`src/rtl/alien_sprite_drawer.sv`:
```
// alien_sprite_drawer: erases the previous alien rectangle and draws the sprite bitmap at the
// new position into the vga_adapter plot port, one pixel per clock.
module alien_sprite_drawer #(
    parameter int SPR_W = 8,
    parameter int SPR_H = 8,
    parameter logic [SPR_W*SPR_H-1:0] SPRITE = 64'h183C_7EDB_FF24_5AA5,
    parameter logic [2:0] FG_COLOUR = 3'b010,
    parameter logic [2:0] BG_COLOUR = 3'b000,
    parameter int SCR_W = 160,
    parameter int SCR_H = 120
) (
    input  logic       clk,
    input  logic       resetn,
    input  logic [7:0] pos_x,
    input  logic [6:0] pos_y,
    output logic [7:0] vga_x,
    output logic [6:0] vga_y,
    output logic [2:0] vga_colour,
    output logic       vga_plot,
    output logic       busy,
    output logic       frame_done
);
    typedef enum logic [1:0] {IDLE, ERASE, DRAW, DONE} state_t;
    localparam logic [SPR_W*SPR_H-1:0] ONE = 1;
    state_t     state_q;
    logic [3:0] col_q, row_q;
    logic [7:0] new_x_q, last_x_q;
    logic [6:0] new_y_q, last_y_q;
    logic       first_q;
    logic [8:0] px_d, idx_d;
    logic [7:0] py_d;
    logic [2:0] colour_d;
    logic       col_last, row_last, vis_d;
    always_comb begin
        px_d     = {1'b0, state_q == ERASE ? last_x_q : new_x_q} + {5'b0, col_q};
        py_d     = {1'b0, state_q == ERASE ? last_y_q : new_y_q} + {4'b0, row_q};
        idx_d    = 9'({5'b0, row_q} * 9'(SPR_W)) + {5'b0, col_q};
        colour_d = (state_q == DRAW && |(SPRITE & (ONE << idx_d))) ? FG_COLOUR : BG_COLOUR;
        vis_d    = (px_d < 9'(SCR_W)) && (py_d < 8'(SCR_H));
        col_last = col_q == 4'(SPR_W - 1);
        row_last = row_q == 4'(SPR_H - 1);
    end
    assign busy       = (state_q == ERASE) || (state_q == DRAW);
    assign frame_done = state_q == DONE;
    always_ff @(posedge clk) begin
        if (!resetn) begin
            state_q    <= IDLE;
            col_q      <= '0;
            row_q      <= '0;
            new_x_q    <= '0;
            new_y_q    <= '0;
            last_x_q   <= '0;
            last_y_q   <= '0;
            first_q    <= 1'b1;
            vga_x      <= '0;
            vga_y      <= '0;
            vga_colour <= '0;
            vga_plot   <= 1'b0;
        end else begin
            vga_plot <= 1'b0;
            case (state_q)
                IDLE: if (first_q || {pos_x, pos_y} != {last_x_q, last_y_q}) begin
                    new_x_q <= pos_x;
                    new_y_q <= pos_y;
                    col_q   <= '0;
                    row_q   <= '0;
                    state_q <= first_q ? DRAW : ERASE;
                end
                ERASE, DRAW: begin
                    // clipped pixels still take their cycle, only the write is suppressed
                    vga_x      <= px_d[7:0];
                    vga_y      <= py_d[6:0];
                    vga_colour <= colour_d;
                    vga_plot   <= vis_d;
                    col_q      <= col_last ? 4'd0 : col_q + 4'd1;
                    if (col_last) begin
                        row_q <= row_last ? 4'd0 : row_q + 4'd1;
                        if (row_last) state_q <= state_q == ERASE ? DRAW : DONE;
                    end
                end
                default: begin
                    last_x_q <= new_x_q;
                    last_y_q <= new_y_q;
                    first_q  <= 1'b0;
                    state_q  <= IDLE;
                end
            endcase
        end
    end
endmodule

```
`config.mk`:
```
export PLATFORM = sky130hd
export DESIGN_NAME = alien_sprite_drawer
export DESIGN_NICKNAME = d
export VERILOG_FILES = /design/src/rtl/alien_sprite_drawer.sv
export SDC_FILE = /design/constraint.sdc
export NUM_CORES = 1
export LEC_CHECK = 0
export BUFFER_PORTS_ARGS = -buffer_cell sky130_fd_sc_hd__buf_2
export CAP_MARGIN = 5
export CORE_MARGIN = 5
export CORE_UTILIZATION = 45
export DETAILED_ROUTE_END_ITERATION = 8
export GPL_ROUTABILITY_DRIVEN = 0
export HOLD_SLACK_MARGIN = 0.05
export SYNTH_ARGS = -nofsm -noshare
export SYNTH_HDL_FRONTEND = slang
export SYNTH_SLANG_ARGS = --single-unit
```
`constraint.sdc`:
```
create_clock -name clk -period 5.6 [get_ports clk]
set_clock_uncertainty 0.05 [all_clocks]
set_input_delay 0.28 -clock clk [delete_from_list [all_inputs] [get_ports clk]]
set_output_delay 0.28 -clock clk [all_outputs]
set_load 0.01 [all_outputs]
```
==> results of run 1 <==
==> flip-flops by register name, indices dropped and copies added (netlist names) <==
name,count
last_x_q,8
vga_y,7
col_q,4
first_q,1
vga_plot,1
new_x_q,8
new_y_q,7
vga_colour,1
state_q,2
vga_x,8
row_q,4
last_y_q,7
==> layout make-up <==
cell class | count | area (um^2) | area share [%]
Sequential cell | 58 | 1160 | 30.4
Clock inverter | 4 | 50.0 | 1.31
Clock buffer | 12 | 155 | 4.06
Multi-Input combinational cell | 302 | 2100 | 54.9
Timing Repair Buffer | 36 | 183 | 4.78
Tap cell | 99 | 124 | 3.24
Inverter | 13 | 48.8 | 1.28
==> metal layers <==
metal,GRT usage [%],up-vias,part of all wire [%]
li1,-,1458,-
met1,25.3,1340,49
met2,27.3,57,45
met3,4.52,7,4.2
met4,5.40,0,1.3
met5,0,-,0
==> cell usage after synthesis, drive strengths merged (3+ instances only) <==
library cell,count
inv,13
nor2b,3
nand2,29
nor2,39
o21ai,24
a211o,3
buf,9
a211oi,7
nor4,7
o211ai,3
o21a,3
nand4,3
nand3,30
nand3b,5
clkbuf,18
xnor2,8
nor3,6
a21oi,10
ha,17
xor2,17
a31oi,6
mux2i,30
and2,4
mux2,12
dfxtp,58
==> logic make-up (layout without fill, tap and decap cells) <==
kind of cell | count (synthesis) | in the layout | synth area share (%)
buffers and inverters | 40 | 65 | 5.01
multiplexers | 42 | 42 | 12.8
AO/OA/AOI/OAI | 75 | 75 | 14.5
flip-flops | 58 | 58 | 34.0
adder cells (fa/ha/maj) | 19 | 19 | 7.39
XOR/XNOR | 25 | 25 | 6.40
AND/OR/NAND/NOR | 139 | 139 | 19.8
other | 1 | 2 | 0.110
==> power groups by stage <==
stage | logic [mW] | clock network (mW) | registers (mW)
global placement | 0.599 | 0 | 0.571
floorplan | 0.446 | 0 | 0.565
finish | 0.607 | 0.405 | 0.564
detailed placement | 0.608 | 0 | 0.572
CTS | 0.609 | 0.413 | 0.564
global route | 0.680 | 0.438 | 0.577
==> worst min path at each step <==
| stage | cells after the start | slack, ns | to | startpoint |
|---|---|---|---|---|
| 2_1_floorplan | 2 | 0.36 | new_x_q[0]$_SDFFE_PN0P_ | pos_x[0] |
| 6_report | 3 | 0.13 | new_y_q[5]$_SDFFE_PN0P_ | pos_y[5] |
| 3_5_place_dp | 2 | 0.42 | vga_x[5]$_SDFFE_PN0N_ | vga_x[5]$_SDFFE_PN0N_ |
| 4_1_cts | 3 | 0.12 | new_y_q[5]$_SDFFE_PN0P_ | pos_y[5] |
| 3_3_place_gp | 2 | 0.42 | new_x_q[4]$_SDFFE_PN0P_ | new_x_q[4]$_SDFFE_PN0P_ |
| 5_1_grt | 3 | 0.13 | new_y_q[5]$_SDFFE_PN0P_ | pos_y[5] |
==> critical path, delay by kind of cell, from the launching register on <==
family | cells | cell delay, ns
compound gates | 1 | 0.16
fa+ha+maj | 3 | 1.40
buf+inv | 1 | 0.14
flops | 1 | 0.35
mux | 1 | 0.42
simple gates | 4 | 0.99
==> impl_metrics.py, run 1 <==
metrics = {
    "outcome": {
        "outcome": "finished clean",
    },
    "synth": {
        "ys_ff_latch": 58,
        "yosysWarnings": 0,
        "ys_dominant_reg_cell": "dfxtp_1",
        "synth_top_area_share_pct": 34.0,
        "synthCells": 399,
        "synth_cell_type_count": 60,
        "synth_edf_count": 0,
        "yosysTopAreaCell": "dfxtp_1",
        "synthTopCellsByArea": "dfxtp_1 (34%), mux2i_1 (8.8%), ha_1 (6.2%), nand3_1 (4.4%), xor2_1 (4.4%)",
        "syn-cell-area_um2": 3420,
        "synth-seq-area-share_pct": 34.0,
        "ys_async_sr_fraction_pct": 0,
        "synth_area_per_cell_um2": 8.57,
    },
    "setup_path": {
        "critPathSlowestCell": "ha_1",
        "criticalPathCategory": "flip-flop to flip-flop",
        "r2r_slack_ns": 1.99,
        "crit_end": "vga_plot$_SDFF_PN0_",
        "crit_path_end_kind": "flip-flop",
        "crit_path_start_kind": "flip-flop",
        "rr_worst_depth": 10,
        "path_max_fanout": 17,
        "max_stage_delay_ns": 0.74,
        "r2r-start": "state_q[1]$_SDFFE_PN0P_",
        "crit_required_ns": 5.80,
        "cp_common_cell": "ha_1",
        "r2r-end": "vga_plot$_SDFF_PN0_",
        "critPathArrivalTime_ns": 3.80,
        "cp_cell_sequence": "inv_1 > ha_1 > mux2_2 > ha_1 > fa_1 > nand3_1 > and2_1 > or4b_1 > o211a_1 > nor4_1",
        "crit_path_start": "state_q[1]$_SDFFE_PN0P_",
    },
    "pwr": {
        "p_int_mw": 0.970,
        "p_comb_share_pct": 38.5,
        "pwr_density_cell_nw_per_um2": 412,
        "power.leakage_nw": 1.56,
        "net-switching-power_mw": 0.605,
        "clockPowerShare_pct": 25.7,
        "peakVddDrop_uv": 197,
        "fin_total_pwr_mw": 1.58,
        "switching_share_pct": 38.4,
        "p_seq_share_pct": 35.8,
    },
    "cts": {
        "cts_max_path_buffers": 2,
        "clock_sinks": 58,
        "cts_resized": 0,
        "post_cts_buffers": 0,
        "cts_tree": "done",
        "clock_latency_ns": 0.34,
        "cts_hold_buf": 0,
        "clk_pin_slew_ns": 0.07,
        "htreeDepth": 3,
        "root_buffer": "clkbuf_8",
        "cts_made_buffers": 9,
    },
    "routing": {
        "final_antenna_net_count": 0,
        "post-route-drc-count": 0,
        "drt_wl_total_mm": 8.21,
        "routed-via-count": 2862,
        "drtPass1Iterations": 4,
        "viasPerCell": 5.46,
        "dr.first_iter.drc_count": 150,
        "post_drt_wl_per_cell_um": 15.7,
    },
    "timing": {
        "maxSlewHeadroom_pct": 24.0,
        "tightest_slew_ns": 1.14,
        "finalSetupViolCount": 0,
        "drv_slew": 0,
        "min_period_over_period_pct": 64.4,
        "fin_tns_setup_ns": 0,
        "min_period_ns": 3.61,
        "grt_setup_unrepaired": "false",
        "hold_ws_ns": 0.135,
        "fin_ws_ns": 1.99,
        "fmax_ghz": 0.277,
        "hold_viol": 0,
    },
    "finish": {
        "insertedDiodeCount": 0,
        "layout_commonest_cell": "dfxtp_1",
        "n_fill_cell": 713,
        "final_cell_mix": "dfxtp_1 (58), nor2_1 (39), buf_2 (35)",
        "area_growth_pct": 11.7,
        "utilization_pct": 52.1,
        "final_cells": 524,
        "nets": 456,
        "drive_above_1_share_pct": 15.5,
        "fin_area_um2": 3820,
    },
    "global_routing": {
        "grt_pass1_vias": 2722,
        "grt_first_pass_wirelength_mm": 14.0,
        "antenna_found_initial": 0,
        "grt_max_degree": 51,
        "grt_overflow": 0,
        "grt_use_total_pct": 18.1,
    },
    "die": {
        "die_w_um": 97.2,
        "boundaryPins": 38,
        "die_h_um": 97.2,
        "dieArea_um2": 9440,
        "row_count": 31,
        "start_util_pct": 46.6,
        "coreArea_um2": 7330,
    },
    "placement": {
        "dp_hpwl_mm": 5.85,
        "place_area_um2": 3610,
        "dp_cells": 508,
        "port_buffers": 35,
        "pre_cts_ws_ns": 2.02,
    },
    "hold_path": {
        "min_path_type": "input pin to flip-flop",
    },
    "run": {
        "drv_cap": 0,
    },
}
(Power assumes the default switching activity.)
==> inputs of run 2 (changes only) <==
- clock period: 5.6 -> 3.51 ns (I/O delays scaled with it)
==> impl_metrics.py, run 2 (synthesis gave the netlist of run 1 again) <==
metrics = {
    "finish": {
        "n_fill_cell": 683,
        "nets": 474,
        "insertedDiodeCount": 0,
        "layout_commonest_cell": "dfxtp_1",
        "area_growth_pct": 16.5,
        "utilization_pct": 54.3,
        "reg_top3": "last_x_q: 8 flops, new_x_q: 8 flops, vga_x: 8 flops",
        "drive_above_1_share_pct": 15.3,
        "final_cell_mix": "dfxtp_1 (58), nor2_1 (39), buf_2 (35)",
    },
    "setup_path": {
        "critPathArrivalTime_ns": 3.31,
        "critPathSlowestCell": "or4b_1",
        "r2r-end": "vga_plot$_SDFF_PN0_",
        "criticalPathCategory": "flip-flop to flip-flop",
        "cp_cell_sequence": "inv_1 > ha_1 > buf_4 > mux2_2 > ha_1 > a21oi_1 > and2_1 > or4b_1 > o211a_1 > nor4_1",
        "r2r-start": "state_q[1]$_SDFFE_PN0P_",
        "r2r_slack_ns": 0.39,
        "max_stage_delay_ns": 0.47,
        "cp_common_cell": "ha_1",
        "crit_end": "vga_plot$_SDFF_PN0_",
        "crit_required_ns": 3.70,
        "path_depth": 10,
        "rr_worst_depth": 10,
        "crit_path_end_kind": "flip-flop",
        "cp_top_family": "simple AND/OR/NAND/NOR gates",
        "path_max_fanout": 15,
        "crit_path_start_kind": "flip-flop",
        "crit_buf_inv": 2,
        "crit_path_start": "state_q[1]$_SDFFE_PN0P_",
    },
    "die": {
        "dieArea_um2": 9440,
        "coreArea_um2": 7330,
        "row_count": 31,
        "die_w_um": 97.2,
        "boundaryPins": 38,
        "start_util_pct": 46.6,
        "die_h_um": 97.2,
    },
    "timing": {
        "drv_slew": 0,
        "min_period_over_period_pct": 89.0,
        "min_period_ns": 3.12,
        "fin_tns_setup_ns": 0,
        "finalSetupViolCount": 0,
        "tightest_slew_ns": 1.15,
        "hold_viol": 0,
        "fmax_ghz": 0.320,
        "grt_setup_unrepaired": "false",
        "maxSlewHeadroom_pct": 23.5,
    },
    "cts": {
        "clk_pin_slew_ns": 0.07,
        "clock_latency_ns": 0.34,
        "clock_sinks": 58,
        "cts_resized": 0,
        "cts_tree": "done",
        "cts_max_path_buffers": 2,
        "cts_hold_buf": 15,
        "root_buffer": "clkbuf_8",
        "htreeDepth": 3,
        "cts_made_buffers": 9,
        "post_cts_buffers": 0,
    },
    "routing": {
        "viasPerCell": 5.40,
        "drt_wl_total_mm": 8.49,
        "dr.first_iter.drc_count": 153,
        "routed-via-count": 2925,
        "final_antenna_net_count": 0,
        "post_drt_wl_per_cell_um": 15.7,
        "drtPass1Iterations": 4,
        "post-route-drc-count": 0,
    },
    "global_routing": {
        "antenna_found_initial": 0,
        "grt_overflow": 0,
        "grt_pass1_vias": 2959,
        "busiest_layer": "met2",
        "grt_max_degree": 35,
        "grt_first_pass_wirelength_mm": 14.4,
        "use_met3_pct": 3.73,
        "grt_use_total_pct": 18.7,
        "grtUsageMet1_pct": 23.9,
        "met2_usage_pct": 30.6,
    },
    "pwr": {
        "peakVddDrop_uv": 293,
        "power.leakage_nw": 1.64,
        "pwr_density_cell_nw_per_um2": 630,
    },
    "outcome": {
        "outcome": "finished clean",
    },
    "hold_path": {
        "hold_path_depth": 3,
        "min_path_type": "input pin to flip-flop",
    },
    "placement": {
        "dp_hpwl_mm": 6.17,
        "port_buffers": 35,
    },
    "run": {
        "drv_cap": 0,
    },
}
## run 2: changes by cell type in the layout (fill, tap and decap cells not counted), sizes merged
| cell | change |
|---|---|
| dlygate4sd3 | +15 |
| clkinv | +1 |
| buf | +3 |
| clkinvlp | -1 |
## run 2: tightest hold or removal path, stage by stage
cell and delay [ns]:
buf_2 0.21, nand2_1 0.11, mux2i_1 0.06
## run 2: worst min-delay path by stage
stage | startpoint | endpoint | slack, ns
floorplan | pos_x[0] | new_x_q[0]$_SDFFE_PN0P_ | 0.26
global placement | pos_x[4] | new_x_q[4]$_SDFFE_PN0P_ | 0.37
detailed placement | pos_x[2] | new_x_q[2]$_SDFFE_PN0P_ | 0.38
CTS | resetn | row_q[0]$_SDFFE_PN0P_ | 0.20
global route | resetn | row_q[0]$_SDFFE_PN0P_ | 0.23
finish | resetn | row_q[0]$_SDFFE_PN0P_ | 0.22
## run 2: cell type report
type,instances,area [um^2],share of cell area (%)
Clock inverter,4,51.3,1.29
Sequential cell,58,1160,29.1
Inverter,13,48.8,1.22
Multi-Input combinational cell,302,2100,52.7
Clock buffer,12,145,3.64
Tap cell,99,124,3.11
Timing Repair Buffer,54,355,8.92
## run 2: report_power, final
group / switching (mW) / internal, mW
Clock: 0.274 / 0.348
Combinational: 0.574 / 0.412
Sequential: 0.116 / 0.787
## run 2: metal layers
layer,vias to the layer above,routed length (um),share of wire (%)
li1,1501,-,-
met1,1347,4010,47
met2,59,3990,47
met3,18,323,3.8
met4,0,163,1.9
met5,-,0,0
## run 2: stage by stage
step	total power [mW]	std cells	worst slack, ns	hold slack [ns]	cell area [um^2]
detailed placement	1.89	511	0.458	0.376	3640
finish	2.51	542	0.387	0.216	3980
global route	2.70	542	0.173	0.232	3980
floorplan	1.61	400	0.287	0.256	3420
global placement	1.88	511	0.581	0.367	3640
CTS	2.54	542	0.441	0.198	3980
==> inputs of run 3 (changes only) <==
- PLACE_DENSITY: default -> 0.66
- clock period: 3.51 -> 2.7 ns (I/O delays scaled with it)
==> impl_metrics.py, run 3 (synthesis gave the netlist of run 1 again) <==
metrics = {
    "pwr": {
        "pwr_density_cell_nw_per_um2": 802,
        "clockPowerShare_pct": 22.9,
        "net-switching-power_mw": 1.29,
        "power.leakage_nw": 1.71,
        "p_comb_share_pct": 41.5,
        "p_int_mw": 2.04,
        "fin_total_pwr_mw": 3.32,
        "switching_share_pct": 38.8,
        "peakVddDrop_uv": 395,
        "p_seq_share_pct": 35.5,
    },
    "timing": {
        "tightest_slew_ns": 0.648,
        "hold_viol": 0,
        "hold_ws_ns": 0.210,
        "maxSlewHeadroom_pct": 56.4,
        "finalSetupViolCount": 0,
        "min_period_over_period_pct": 97.3,
        "fmax_ghz": 0.381,
        "drv_slew": 0,
        "grt_setup_unrepaired": "true",
        "min_period_ns": 2.63,
        "fin_tns_setup_ns": 0,
    },
    "finish": {
        "nets": 488,
        "reg_top3": "last_x_q: 8 flops, new_x_q: 8 flops, vga_x: 8 flops",
        "area_growth_pct": 21.3,
        "n_fill_cell": 669,
        "final_cell_mix": "dfxtp_1 (56), nor2_1 (39), buf_2 (35)",
        "insertedDiodeCount": 0,
        "drive_above_1_share_pct": 21.0,
        "final_cells": 556,
        "layout_commonest_cell": "dfxtp_1",
    },
    "die": {
        "coreArea_um2": 7330,
        "die_w_um": 97.2,
        "row_count": 31,
        "dieArea_um2": 9440,
        "start_util_pct": 46.6,
        "die_h_um": 97.2,
        "boundaryPins": 38,
    },
    "cts": {
        "root_buffer": "clkbuf_8",
        "htreeDepth": 3,
        "clock_sinks": 58,
        "cts_tree": "done",
        "cts_max_path_buffers": 2,
        "clock_latency_ns": 0.34,
        "cts_made_buffers": 9,
        "clk_pin_slew_ns": 0.07,
    },
    "routing": {
        "post_drt_wl_per_cell_um": 15.3,
        "dr.first_iter.drc_count": 140,
        "routed-via-count": 3038,
        "drtPass1Iterations": 4,
        "final_antenna_net_count": 0,
        "post-route-drc-count": 0,
        "viasPerCell": 5.46,
        "drt_wl_total_mm": 8.48,
    },
    "global_routing": {
        "grt_use_total_pct": 18.6,
        "grt_pass1_vias": 3004,
        "antenna_found_initial": 0,
        "grt_max_degree": 27,
        "grt_overflow": 0,
        "grt_first_pass_wirelength_mm": 14.5,
    },
    "setup_path": {
        "criticalPathCategory": "flip-flop to flip-flop",
        "r2r_slack_ns": 0.07,
        "max_stage_delay_ns": 0.46,
        "r2r-end": "vga_plot$_SDFF_PN0_",
        "crit_end": "vga_plot$_SDFF_PN0_",
        "path_max_fanout": 8,
        "cp_top_family": "simple AND/OR/NAND/NOR gates",
        "r2r-start": "state_q[1]$_SDFFE_PN0P_",
        "crit_path_end_kind": "flip-flop",
        "crit_required_ns": 2.91,
        "cp_cell_sequence": "clkinv_4 > ha_4 > mux2_4 > ha_4 > fa_2 > nand3_2 > and2_4 > or4b_4 > o211a_1 > nor4_1",
        "critPathArrivalTime_ns": 2.84,
        "rr_worst_depth": 10,
        "crit_path_start_kind": "flip-flop",
        "path_depth": 10,
        "cp_common_cell": "ha_4",
        "crit_buf_inv": 1,
        "crit_path_start": "state_q[1]$_SDFFE_PN0P_",
        "critPathSlowestCell": "or4b_4",
    },
    "placement": {
        "port_buffers": 35,
        "dp_cells": 521,
        "dp_hpwl_mm": 6.14,
    },
    "run": {
        "drv_cap": 0,
    },
    "hold_path": {
        "min_path_type": "input pin to flip-flop",
    },
    "outcome": {
        "outcome": "finished clean",
    },
}
==> run 3: power groups by stage <==
stage	clock network (mW)	registers [mW]	logic [mW]
finish	0.763	1.18	1.38
global route	0.816	1.21	1.53
CTS	0.773	1.18	1.36
detailed placement	0	1.20	1.34
global placement	0	1.19	1.31
floorplan	0	1.18	0.955
==> run 3: worst min path at each step <==
stage | startpoint | end | slack [ns] | depth (start not counted)
global placement | pos_x[2] | new_x_q[2]$_SDFFE_PN0P_ | 0.33 | 3
floorplan | pos_x[0] | new_x_q[0]$_SDFFE_PN0P_ | 0.22 | 2
global route | resetn | first_q$_SDFFE_PN1N_ | 0.22 | 3
detailed placement | pos_x[4] | new_x_q[4]$_SDFFE_PN0P_ | 0.33 | 3
CTS | resetn | first_q$_SDFFE_PN1N_ | 0.20 | 3
finish | resetn | first_q$_SDFFE_PN1N_ | 0.21 | 3
==> run 3: what timing repair did <==
| action | CTS | global route |
|---|---|---|
| hold buffers | 15 | 0 |
| resized for setup | 0 | 7 |
| buffers inserted | 0 | 4 |
| hold endpoints to repair | 15 | 0 |
| setup endpoints to repair | 0 | 1 |
==> run 3: cell type report <==
class | instances | area (um^2) | area share (%)
clock buffer | 12 | 165 | 3.98
clock inverter | 4 | 25.0 | 0.603
inverter | 13 | 53.8 | 1.30
multi-input combinational | 302 | 2150 | 51.9
sequential | 58 | 1170 | 28.1
tap | 99 | 124 | 2.99
timing repair buffer | 68 | 460 | 11.1
==> run 3: metrics by stage <==
| step | setup WS [ns] | instance area, um^2 | util (%) |
|---|---|---|---|
| after detailed placement | 0.0726 | 3760 | 51.3 |
| final | 0.0726 | 4150 | 56.6 |
| after CTS | 0.0607 | 4100 | 55.9 |
| after floorplan | -0.00642 | 3480 | - |
| after global placement | 0.113 | 3760 | 51.3 |
| after global routing | -0.0298 | 4150 | 56.6 |
==> run 3: layer usage <==
| layer | wire length (um) | share of wire (%) | track usage, % | vias up |
|---|---|---|---|---|
| li1 | - | - | - | 1522 |
| met1 | 3980 | 47 | 24.0 | 1434 |
| met2 | 4000 | 47 | 30.5 | 66 |
| met3 | 306 | 3.6 | 3.59 | 16 |
| met4 | 185 | 2.2 | 7.13 | 0 |
| met5 | 0 | 0 | 0 | - |
==> run 3: tightest hold or removal path: cells and delay by family <==
family                 cells  cell delay [ns]
AOI/OAI and AO/OA          1             0.09
buffers and inverters      2             0.34
